$ cat src/rtl/psum_acc_ctrl.sv
// Partial-sum accumulation controller: read-modify-write of a psum scratchpad over P passes, then drain.
// Optional PSUM_SAT_EN: saturating adds instead of modulo-2^DW wrap.
module psum_acc_ctrl #(
  parameter int DW    = 16,
  parameter int AW    = 5,
  parameter int DEPTH = 24
) (
  input  logic          clk,
  input  logic          rst_n,
  input  logic          start,
  input  logic [AW-1:0] cfg_num_psum,
  input  logic [7:0]    cfg_passes,
  output logic          busy,
  output logic          done,
  output logic          cfg_err,
  input  logic          in_valid,
  output logic          in_ready,
  input  logic [DW-1:0] in_data,
  output logic          out_valid,
  input  logic          out_ready,
  output logic [DW-1:0] out_data,
  output logic [AW-1:0] spad_addr,
  output logic          spad_we,
  output logic [DW-1:0] spad_din,
  input  logic [DW-1:0] spad_dout
);
  typedef enum logic [2:0] {IDLE, ACC_WAIT, ACC_RD, ACC_WR, DR_RD, DR_OUT, FIN} state_t;

  localparam logic [AW:0] DEPTH_L = (AW+1)'(DEPTH);

  state_t        state_q;
  logic [AW-1:0] n_q, ptr_q, spad_addr_q;
  logic [7:0]    p_q, pass_q;
  logic [DW-1:0] data_q, out_data_q, spad_din_q;
  logic          busy_q, done_q, cfg_err_q, in_ready_q, out_valid_q, spad_we_q;

  logic          cfg_ok, ptr_last;
  logic [DW:0]   sum_wide;
  logic [DW-1:0] sum_d;

  assign cfg_ok   = (cfg_num_psum != '0) && ({1'b0, cfg_num_psum} <= DEPTH_L) && (cfg_passes != 8'd0);
  assign ptr_last = (ptr_q == n_q - AW'(1));

  // One extra bit exposes signed overflow: result sign bits disagree.
  always_comb begin
    sum_wide = {spad_dout[DW-1], spad_dout} + {data_q[DW-1], data_q};
    sum_d    = sum_wide[DW-1:0];
`ifdef PSUM_SAT_EN
    if (sum_wide[DW] != sum_wide[DW-1])
      sum_d = sum_wide[DW] ? {1'b1, {(DW-1){1'b0}}} : {1'b0, {(DW-1){1'b1}}};
`endif
  end

  always_ff @(posedge clk or negedge rst_n) begin
    if (!rst_n) begin
      state_q     <= IDLE;
      n_q         <= '0;
      p_q         <= '0;
      ptr_q       <= '0;
      pass_q      <= '0;
      data_q      <= '0;
      out_data_q  <= '0;
      spad_din_q  <= '0;
      spad_addr_q <= '0;
      spad_we_q   <= 1'b0;
      busy_q      <= 1'b0;
      done_q      <= 1'b0;
      cfg_err_q   <= 1'b0;
      in_ready_q  <= 1'b0;
      out_valid_q <= 1'b0;
    end else begin
      done_q    <= 1'b0;
      cfg_err_q <= 1'b0;
      unique case (state_q)
        IDLE: if (start) begin
          if (cfg_ok) begin
            n_q        <= cfg_num_psum;
            p_q        <= cfg_passes;
            ptr_q      <= '0;
            pass_q     <= '0;
            busy_q     <= 1'b1;
            in_ready_q <= 1'b1;
            state_q    <= ACC_WAIT;
          end else begin
            cfg_err_q <= 1'b1;
          end
        end
        ACC_WAIT: if (in_valid) begin
          data_q      <= in_data;
          spad_addr_q <= ptr_q;
          spad_we_q   <= 1'b0;
          in_ready_q  <= 1'b0;
          state_q     <= ACC_RD;
        end
        ACC_RD: begin
          // First pass overwrites whatever a previous job left in the spad.
          spad_din_q <= (pass_q == 8'd0) ? data_q : sum_d;
          spad_we_q  <= 1'b1;
          state_q    <= ACC_WR;
        end
        ACC_WR: begin
          spad_we_q <= 1'b0;
          if (ptr_last) begin
            ptr_q  <= '0;
            pass_q <= pass_q + 8'd1;
            if (pass_q + 8'd1 == p_q) begin
              spad_addr_q <= '0;
              state_q     <= DR_RD;
            end else begin
              in_ready_q <= 1'b1;
              state_q    <= ACC_WAIT;
            end
          end else begin
            ptr_q      <= ptr_q + AW'(1);
            in_ready_q <= 1'b1;
            state_q    <= ACC_WAIT;
          end
        end
        DR_RD: begin
          out_data_q  <= spad_dout;
          out_valid_q <= 1'b1;
          state_q     <= DR_OUT;
        end
        DR_OUT: if (out_ready) begin
          out_valid_q <= 1'b0;
          if (ptr_last) begin
            state_q <= FIN;
          end else begin
            ptr_q       <= ptr_q + AW'(1);
            spad_addr_q <= ptr_q + AW'(1);
            state_q     <= DR_RD;
          end
        end
        FIN: begin
          done_q  <= 1'b1;
          busy_q  <= 1'b0;
          state_q <= IDLE;
        end
        default: state_q <= IDLE;
      endcase
    end
  end

  assign busy      = busy_q;
  assign done      = done_q;
  assign cfg_err   = cfg_err_q;
  assign in_ready  = in_ready_q;
  assign out_valid = out_valid_q;
  assign out_data  = out_data_q;
  assign spad_addr = spad_addr_q;
  assign spad_we   = spad_we_q;
  assign spad_din  = spad_din_q;
endmodule

$ cat config.mk
export PLATFORM = sky130hd
export DESIGN_NAME = psum_acc_ctrl
export DESIGN_NICKNAME = d
export VERILOG_FILES = /design/src/rtl/psum_acc_ctrl.sv
export SDC_FILE = /design/constraint.sdc
export NUM_CORES = 1
export LEC_CHECK = 0
export CORE_ASPECT_RATIO = 0.75
export CORE_MARGIN = 1.5
export CORE_UTILIZATION = 40
export DETAILED_ROUTE_END_ITERATION = 6
export PLACE_DENSITY = 0.63
export SLEW_MARGIN = 0
export SYNTH_ARGS = -nofsm -noshare
export SYNTH_HDL_FRONTEND = slang
export SYNTH_SLANG_ARGS = --single-unit
$ cat constraint.sdc
create_clock -name clk -period 6 [get_ports clk]
set_clock_uncertainty 0.15 [all_clocks]
set_input_delay 1.2 -clock clk [delete_from_list [all_inputs] [get_ports clk]]
set_output_delay 1.2 -clock clk [all_outputs]
set_load 0.01 [all_outputs]
-- Word-level counts from Yosys, hierarchy flattened
Index checks and enable logic that the tools add are counted.
- register bits: 88
- input port bits: 50
- output and inout port bits: 43
- logic and storage cells: 96
- reduce and logical (&&, ||, !) cells: 23
- $lt $le $gt $ge: 1
- equal/unequal tests: 16
- mux-type cells: 37
- add/subtract/negate cells: 4
- operator list (operator ; count):
    two-way mux 5 bit ; 8
    case mux 5 bit (3 select lines) ; 2
    two-way mux 8 bit ; 3
    two-way mux 3 bit ; 6
    case mux 3 bit (6 select lines) ; 1
    adder 16 bit ; 1
    two-way mux 16 bit ; 1
    case mux 8 bit (2 select lines) ; 1
    inequality test 2 bit, second input constant ; 7
    nonzero test 3 bit ; 4
    two-way mux 1 bit ; 10
    AND reduction 5 bit ; 2
    == test 3 bit, second input constant ; 3
    adder 8 x 1 -> 8 bit, second input constant ; 1
    == test 8 bit ; 1
    logical NOT 8 bit ; 1
    AND reduction 4 bit ; 2
    nonzero test 8 bit ; 1
    == test 3 x 2 -> 1 bit, second input constant ; 2
    case mux 1 bit (3 select lines) ; 2
    AND reduction 2 bit ; 3
    AND reduction 3 bit ; 2
    AND reduction 6 bit ; 1
    nonzero test 2 bit ; 3
    11 further kinds ; 13

-- Depth between registers and ports, before layout
Gate-level depths: netlist of run 1.
- depth after elaboration: 6
- depth in mapped cells: 11
- depth with buffers taken out: 11

-- Worst setup path after synthesis of run 1
No wires, ideal clock.
- path type: input to register
- start: in spad_dout[0]
- end: reg spad_din_q[14], in the netlist spad_din[14]
- setup time: 0.071 ns
- stages: 11
- required time: 5.779 ns
- slack: 2.738 ns
- data arrival time: 3.041 ns
- path buffers: 0
- cells stage by stage: ha_1 -> inv_1 -> fa_1 -> nor2b_1 -> o21bai_1 -> a21boi_0 -> o21ai_0 -> a21oi_1 -> a311oi_1 -> mux2_2 -> nor2_1
- cells in the longest elaborated chain, start to end: 2
- RTL lines (item ; line ; RTL):
    start, declared ; 25 ; input logic [DW-1:0] spad_dout
    adder 16 bit ; 46 ; sum_wide = {spad_dout[DW-1], spad_dout} + {data_q[DW-1], data_q};
    two-way mux 16 bit ; 97 ; spad_din_q <= (pass_q == 8'd0) ? data_q : sum_d;
    end signal, assigned ; 97 ;
    end, declared ; 34 ; logic [DW-1:0] data_q, out_data_q, spad_din_q;
Every way passes these cells.
A chain may end at the register's enable or synchronous reset.

-- Final worst setup path of run 1
Same ends and word-level chain as after synthesis.

==> results of run 1 <==
## cell families after synthesis
| kind of cell | after synthesis |
|---|---|
| XOR/XNOR | 23 |
| AND/OR/NAND/NOR | 141 |
| AO/OA/AOI/OAI | 127 |
| buffers and inverters | 39 |
| adder cells (fa/ha/maj) | 20 |
| flip-flops | 88 |
| multiplexers | 57 |
## worst paths after layout
| check | slack [ns] | depth (start not counted) | end | startpoint |
|---|---|---|---|---|
| worst max-delay path | 2.08 | 12 | spad_din[14] | spad_dout[0] |
| worst min-delay path | 0.33 | 2 | spad_din[5] | spad_din[5] |
| worst max register to register | 2.99 | 9 | spad_addr[1] | pass_q[0] |
| worst min register to register | 0.33 | 2 | spad_din[5] | spad_din[5] |
| max in group asynchronous | 3.95 | 2 | data_q[2] | rst_n |
| min in group asynchronous | 0.62 | 1 | out_data[10] | rst_n |
## per-stage QoR
| step | cell area, sq um | utilization, % |
|---|---|---|
| final | 6340 | 53.6 |
| after global routing | 6340 | 53.6 |
| after CTS | 6340 | 53.6 |
| after detailed placement | 6030 | 51.0 |
| after global placement | 6030 | 51.0 |
| after floorplan | 4950 | - |
## routing by layer
layer  GRT usage [%]  share of wire (%)  vias to the layer above
met2            28.9                 45                       84
met4            3.42               0.55                        0
met5               0                  0                        -
met3            3.82                3.9                        6
met1            26.7                 51                     1889
li1                -                  -                     1946
## critical path, cell delays in order
cell and delay (ns):
clkdlybuf4s50_1 0.49, ha_1 0.18, inv_1 0.06, fa_1 0.38, nor2b_1 0.21, o21bai_1 0.09
a21boi_0 0.25, o21ai_0 0.24, a21oi_1 0.39, a311oi_1 0.17, mux2_2 0.29, nor2_1 0.08
## flip-flops by register name (all words and copies together), names as in the netlist
register / count
data_q: 16
out_data: 16
spad_din: 16
p_q: 8
pass_q: 8
n_q: 5
ptr_q: 5
spad_addr: 5
state_q: 3
busy: 1
cfg_err: 1
done: 1
in_ready: 1
out_valid: 1
spad_we: 1
## power groups by stage
stage / Sequential [W] / Combinational, W / Clock (W)
after floorplan: 0.000935 / 0.000967 / 0
after global placement: 0.000978 / 0.00132 / 0
after detailed placement: 0.000985 / 0.00135 / 0
after CTS: 0.000975 / 0.00136 / 0.000620
after global routing: 0.00101 / 0.00151 / 0.000648
final: 0.000974 / 0.00135 / 0.000603
## layout by cell type (no fill, tap or decap), types with 5 or more instances in the layout
| cell type | instances |
|---|---|
| inv_1 | 15 |
| nand3_1 | 12 |
| xor2_1 | 8 |
| and3_1 | 10 |
| clkbuf_16 | 9 |
| o21ai_1 | 8 |
| xnor2_1 | 15 |
| clkdlybuf4s50_1 | 91 |
| a21o_1 | 5 |
| nor2b_1 | 10 |
| mux2i_1 | 5 |
| buf_4 | 7 |
| mux2_2 | 47 |
| o21ai_0 | 49 |
| mux2_4 | 5 |
| a21oi_1 | 33 |
| dfrtp_1 | 88 |
| nand2_1 | 42 |
| nand2b_1 | 10 |
| nor2_1 | 30 |
| ha_1 | 19 |
## final cells by class
type	count	area, sq um	share of cell area, %
Timing Repair Buffer	98	963	15.2
Inverter	15	56.3	0.888
Sequential cell	88	2200	34.7
Tap cell	162	203	3.20
Clock inverter	3	65.1	1.03
Clock buffer	13	250	3.95
Multi-Input combinational cell	368	2600	41.0
==> impl_metrics.csv, run 1 <==
group,metric,value,unit
run_status,status,"completed",
placement,place_ws,1.85,ns
sta,fin_crit_sh,65.3,%
global_routing,grt_pass1_vias,3897,
synthesis,synth_top_family_by_area,"compound AO/OA/AOI/OAI gates",
sta,finalWorstPathRequiredPeriod,3.92,ns
global_routing,grt_usage,18.5,%
pwr,p_total,0.00293,W
floorplan,rows,34,
pwr,pwr-share-clk,20.6,%
sta,whs,0.326,ns
sta,setup_viol,0,
worst_setup_path,crit_path_end_kind,"flip-flop",
pwr,combPwrFrac,46.2,%
global_routing,grt_pass1_wl,19.6,mm
placement,dp_cells,731,
pwr,p_int,0.00183,W
synthesis,synthCells,495,
sta,layout_setup_ws,2.08,ns
sta,relSlewSlack,39.8,%
synthesis,ys_ff_latch,88,
worst_setup_path,required,6.12,ns
clock_network,htree_levels,3,
final_layout,drive_above_1_share,13.3,%
clock_network,cts_hold_buf,0,
synthesis,yosysMostFrequentCell,"dfrtp_1",
sta,fmax,255,MHz
clock_network,clkSlewWorstSetupHoldPaths,0.07,ns
floorplan,io_pins,93,
floorplan,die_h,99.3,um
synthesis,synthArstFlopShare,100,%
clock_network,clk_path_buf_depth,2,
pwr,p_sw,0.00110,W
routing,wl,11.6,mm
synthesis,ys_warn_count,0,
worst_setup_path,crit_path_start_kind,"input port",
synthesis,synth_xor_area_share,4.07,%
global_routing,overflow,0,
placement,dp_hpwl,8.35,mm
synthesis,synth_area_leaders,"dfrtp_1 (45%), mux2_2 (11%), o21ai_0 (5.0%), ha_1 (4.8%), a21oi_1 (3.3%)",
routing,wl_per_cell,15.5,um
synthesis,netlist.area_leader.share,44.5,%
routing,vias_per_cell,5.25,
run,cap_violations,0,
clock_network,clock_latency,0.33,ns
synthesis,synth_top_area_cell,"dfrtp_1",
final_layout,fin_cells,747,
global_routing,antenna_found_initial,0,
routing,drc,0,
synthesis,synth-compound-area-share,15.4,%
synthesis,yosys.area_share.simple,14.3,%
routing,first_pass_iters,4,
floorplan,fp.dieW,131,um
synthesis,ys_seq_area_share,44.5,%
worst_setup_path,worstPathArrival,4.03,ns
pwr,p_leak,2.72,nW
pwr,peakVddDrop,0.204,mV
synthesis,synth_mux_area_share,13.2,%
synthesis,syn_nets,565,
clock_network,cts_tree,"done",
synthesis,synth_edf_count,0,
clock_network,root_buffer,"clkbuf_16",
routing,vias,3925,
synthesis,synth_fa_ha_area_share,5.21,%
sta,setup_tns,0,ns
synthesis,yosysUniqueCellTypes,59,
synthesis,netlist_area,0.00495,sq mm
final_layout,fill_cells,1072,
floorplan,dieArea,0.0131,sq mm
clock_network,cts_buffers,9,
floorplan,start_util,41.8,%
sta,worst_pin_slew,0.892,ns
clock_network,cts_num_sinks,88,
clock_network,cts_setup_buffers,0,
floorplan,coreArea,0.0118,sq mm
final_layout,diodes,0,
pwr,switching_share,37.6,%
routing,drtIter0Drc,188,
pwr,power_frac_seq,33.3,%
worst_setup_path,crit_path_max_fanout,3,
pwr,p_per_area,462,mW/mm^2
placement,routabilityCongestion,0.809,
synthesis,synth_ff_type,"dfrtp_1",
global_routing,grt_max_degree,64,
final_layout,layout.nets,650,
sta,report.final.slew_viol_count,0,
min_path,hold_class,"flip-flop to flip-flop",
final_layout,area_growth,28.1,%
clock_network,cts_resized,0,
synthesis,synthTopCellsByCount,"dfrtp_1 (88), o21ai_0 (49), mux2_2 (47), nand2_1 (42), a21oi_1 (33)",
sta,rsz0062_at_grt,"no",
sta,final-hold-violation-count,0,
worst_setup_path,crit_type,"input port to flip-flop",
placement,port_buffers,92,
synthesis,avgSynthCellArea,10.0,sq um
routing,antenna_left,0,
Note: power is estimated with default switching activity, not from simulation.
==> run 2: changes to the inputs <==
Clock period 6 ns to 3.68 ns, I/O delays scaled along.
==> impl_metrics.csv, run 2 (synthesis results as in run 1) <==
group,metric,value,unit
run_status,status,"completed",
pwr,peakVddDrop,0.279,mV
routing,drc,0,
worst_setup_path,critPathSlowestCell,"clkdlybuf4s50_1",
clock_network,clk_path_buf_depth,2,
routing,vias_per_cell,5.28,
routing,vias,3941,
pwr,p_total,0.00479,W
global_routing,grtUsageMet3,3.82,%
run,cap_violations,0,
clock_network,htree_levels,3,
worst_setup_path,r2r-start,"pass_q[0]",
worst_setup_path,crit_chain,"clkdlybuf4s50_1 > ha_1 > inv_1 > fa_1 > nor2b_1 > o21bai_1 > a21boi_0 > o21ai_0 > a21oi_1 > a311oi_1 > mux2_2 > nor2_1",
clock_network,cts_setup_buffers,0,
worst_setup_path,slowest_delay,0.49,ns
worst_setup_path,crit_end,"spad_din[14]",
worst_setup_path,path_depth,12,
routing,wl_per_cell,15.8,um
global_routing,top_usage_layer,"met2",
worst_setup_path,r2r_setup_slack,0.61,ns
floorplan,fp.dieW,131,um
worst_setup_path,ff2ff_path_depth,8,
final_layout,diodes,0,
pwr,p_leak,2.72,nW
global_routing,antenna_found_initial,0,
floorplan,dieArea,0.0131,sq mm
global_routing,overflow,0,
clock_network,cts_buffers,9,
placement,port_buffers,92,
worst_setup_path,r2r-end,"spad_addr[0]",
sta,relSlewSlack,36.7,%
placement,dp_hpwl,8.36,mm
worst_setup_path,crit_path_end_kind,"flip-flop",
final_layout,area_growth,28.4,%
worst_setup_path,cp_num_buf_inv,2,
clock_network,cts_tree,"done",
routing,antenna_left,0,
worst_setup_path,worstPathArrival,3.52,ns
global_routing,grt_pass1_wl,20.0,mm
floorplan,io_pins,93,
floorplan,coreArea,0.0118,sq mm
clock_network,root_buffer,"clkbuf_16",
clock_network,cts_resized,0,
worst_setup_path,required,3.80,ns
final_layout,layout_common_cells,"clkdlybuf4s50_1 (91), dfrtp_1 (88), o21ai_0 (49)",
worst_setup_path,crit_path_max_fanout,3,
global_routing,gr-usage-met2,29.9,%
final_layout,drive_above_1_share,13.8,%
pwr,p_per_area,753,mW/mm^2
routing,first_pass_iters,4,
worst_setup_path,startpoint,"spad_dout[0]",
floorplan,start_util,41.8,%
clock_network,clock_latency,0.34,ns
sta,fmax,294,MHz
final_layout,layout_commonest_cell,"clkdlybuf4s50_1",
routing,wl,11.8,mm
final_layout,layout.nets,651,
clock_network,cts_hold_buf,0,
sta,finalWorstPathRequiredPeriod,3.40,ns
floorplan,rows,34,
floorplan,die_h,99.3,um
global_routing,grt_usage,19.0,%
worst_setup_path,cpLargestDelayFamily,"compound AO/OA/AOI/OAI gates",
sta,report.final.slew_viol_count,0,
sta,fin_crit_sh,92.5,%
global_routing,met1_usage,26.9,%
worst_setup_path,crit_path_start_kind,"input port",
sta,setup_tns,0,ns
sta,final-hold-violation-count,0,
sta,rsz0062_at_grt,"no",
routing,drtIter0Drc,240,
clock_network,clkSlewWorstSetupHoldPaths,0.07,ns
clock_network,cts_num_sinks,88,
sta,setup_viol,0,
global_routing,grt_pass1_vias,3906,
global_routing,grt_max_degree,89,
placement,routabilityCongestion,0.802,
sta,worst_pin_slew,0.938,ns
worst_setup_path,crit_type,"input port to flip-flop",
min_path,hold_class,"input port to async pin",
-- run 2: cell count changes in the layout (fill, tap and decap cells not counted), sizes merged --
cell / delta
clkbuf: -4
clkinvlp: +2
buf: +1
clkinv: +1
-- run 2: cell type report --
cell class | count | area, sq um
tap | 162 | 203
multi-input combinational | 368 | 2600
clock inverter | 6 | 85.1
inverter | 15 | 56.3
timing repair buffer | 99 | 983
fill | 1072 | 5470
clock buffer | 9 | 225
sequential | 88 | 2200
-- run 2: worst register-to-register path, delay by kind of cell, from the launching register on --
family | cells | cell delay, ns
and+or+nand+nor | 3 | 0.91
DFF | 1 | 0.46
adders and majority gates | 1 | 0.35
muxes | 1 | 0.34
AOI/OAI and AO/OA | 3 | 0.74
-- run 2: how the worst min path moves through the flow --
stage / from / end / slack [ns] / cells past startpoint
after floorplan: rst_n / busy / 0.29 / 0
after global placement: spad_din[3] / spad_din[3] / 0.31 / 2
after detailed placement: out_valid / out_valid / 0.32 / 1
after CTS: rst_n / out_data[12] / 0.31 / 2
after global routing: rst_n / out_data[11] / 0.32 / 2
final: rst_n / out_data[12] / 0.27 / 2
-- run 2: power by group --
part / switching [W] / leakage, nW / total [W] / internal (W)
clock network: 0.000382 / 0.147 / 0.000971 / 0.000589
registers: 0.000318 / 1.12 / 0.00159 / 0.00128
logic: 0.00112 / 1.45 / 0.00222 / 0.00111
-- run 2: per-layer routing --
layer | wire length [um] | up-vias | part of all wire, %
li1 | - | 1943 | -
met1 | 5990 | 1904 | 51
met2 | 5300 | 86 | 45
met3 | 396 | 8 | 3.4
met4 | 110 | 0 | 0.93
met5 | 0 | - | 0
-- run 2: per-stage QoR --
| stage | utilization, % | hold WS, ns | instances | setup WS, ns | instance area [sq um] |
|---|---|---|---|---|---|
| 2_1_floorplan | - | 0.290 | 495 | 0.882 | 4950 |
| 3_3_place_gp | 51.1 | 0.311 | 732 | 0.0702 | 6050 |
| 3_5_place_dp | 51.1 | 0.319 | 732 | 0.0000864 | 6050 |
| 4_1_cts | 53.7 | 0.309 | 747 | 0.339 | 6360 |
| 5_1_grt | 53.7 | 0.320 | 747 | 0.116 | 6360 |
| 6_report | 53.7 | 0.271 | 747 | 0.277 | 6360 |
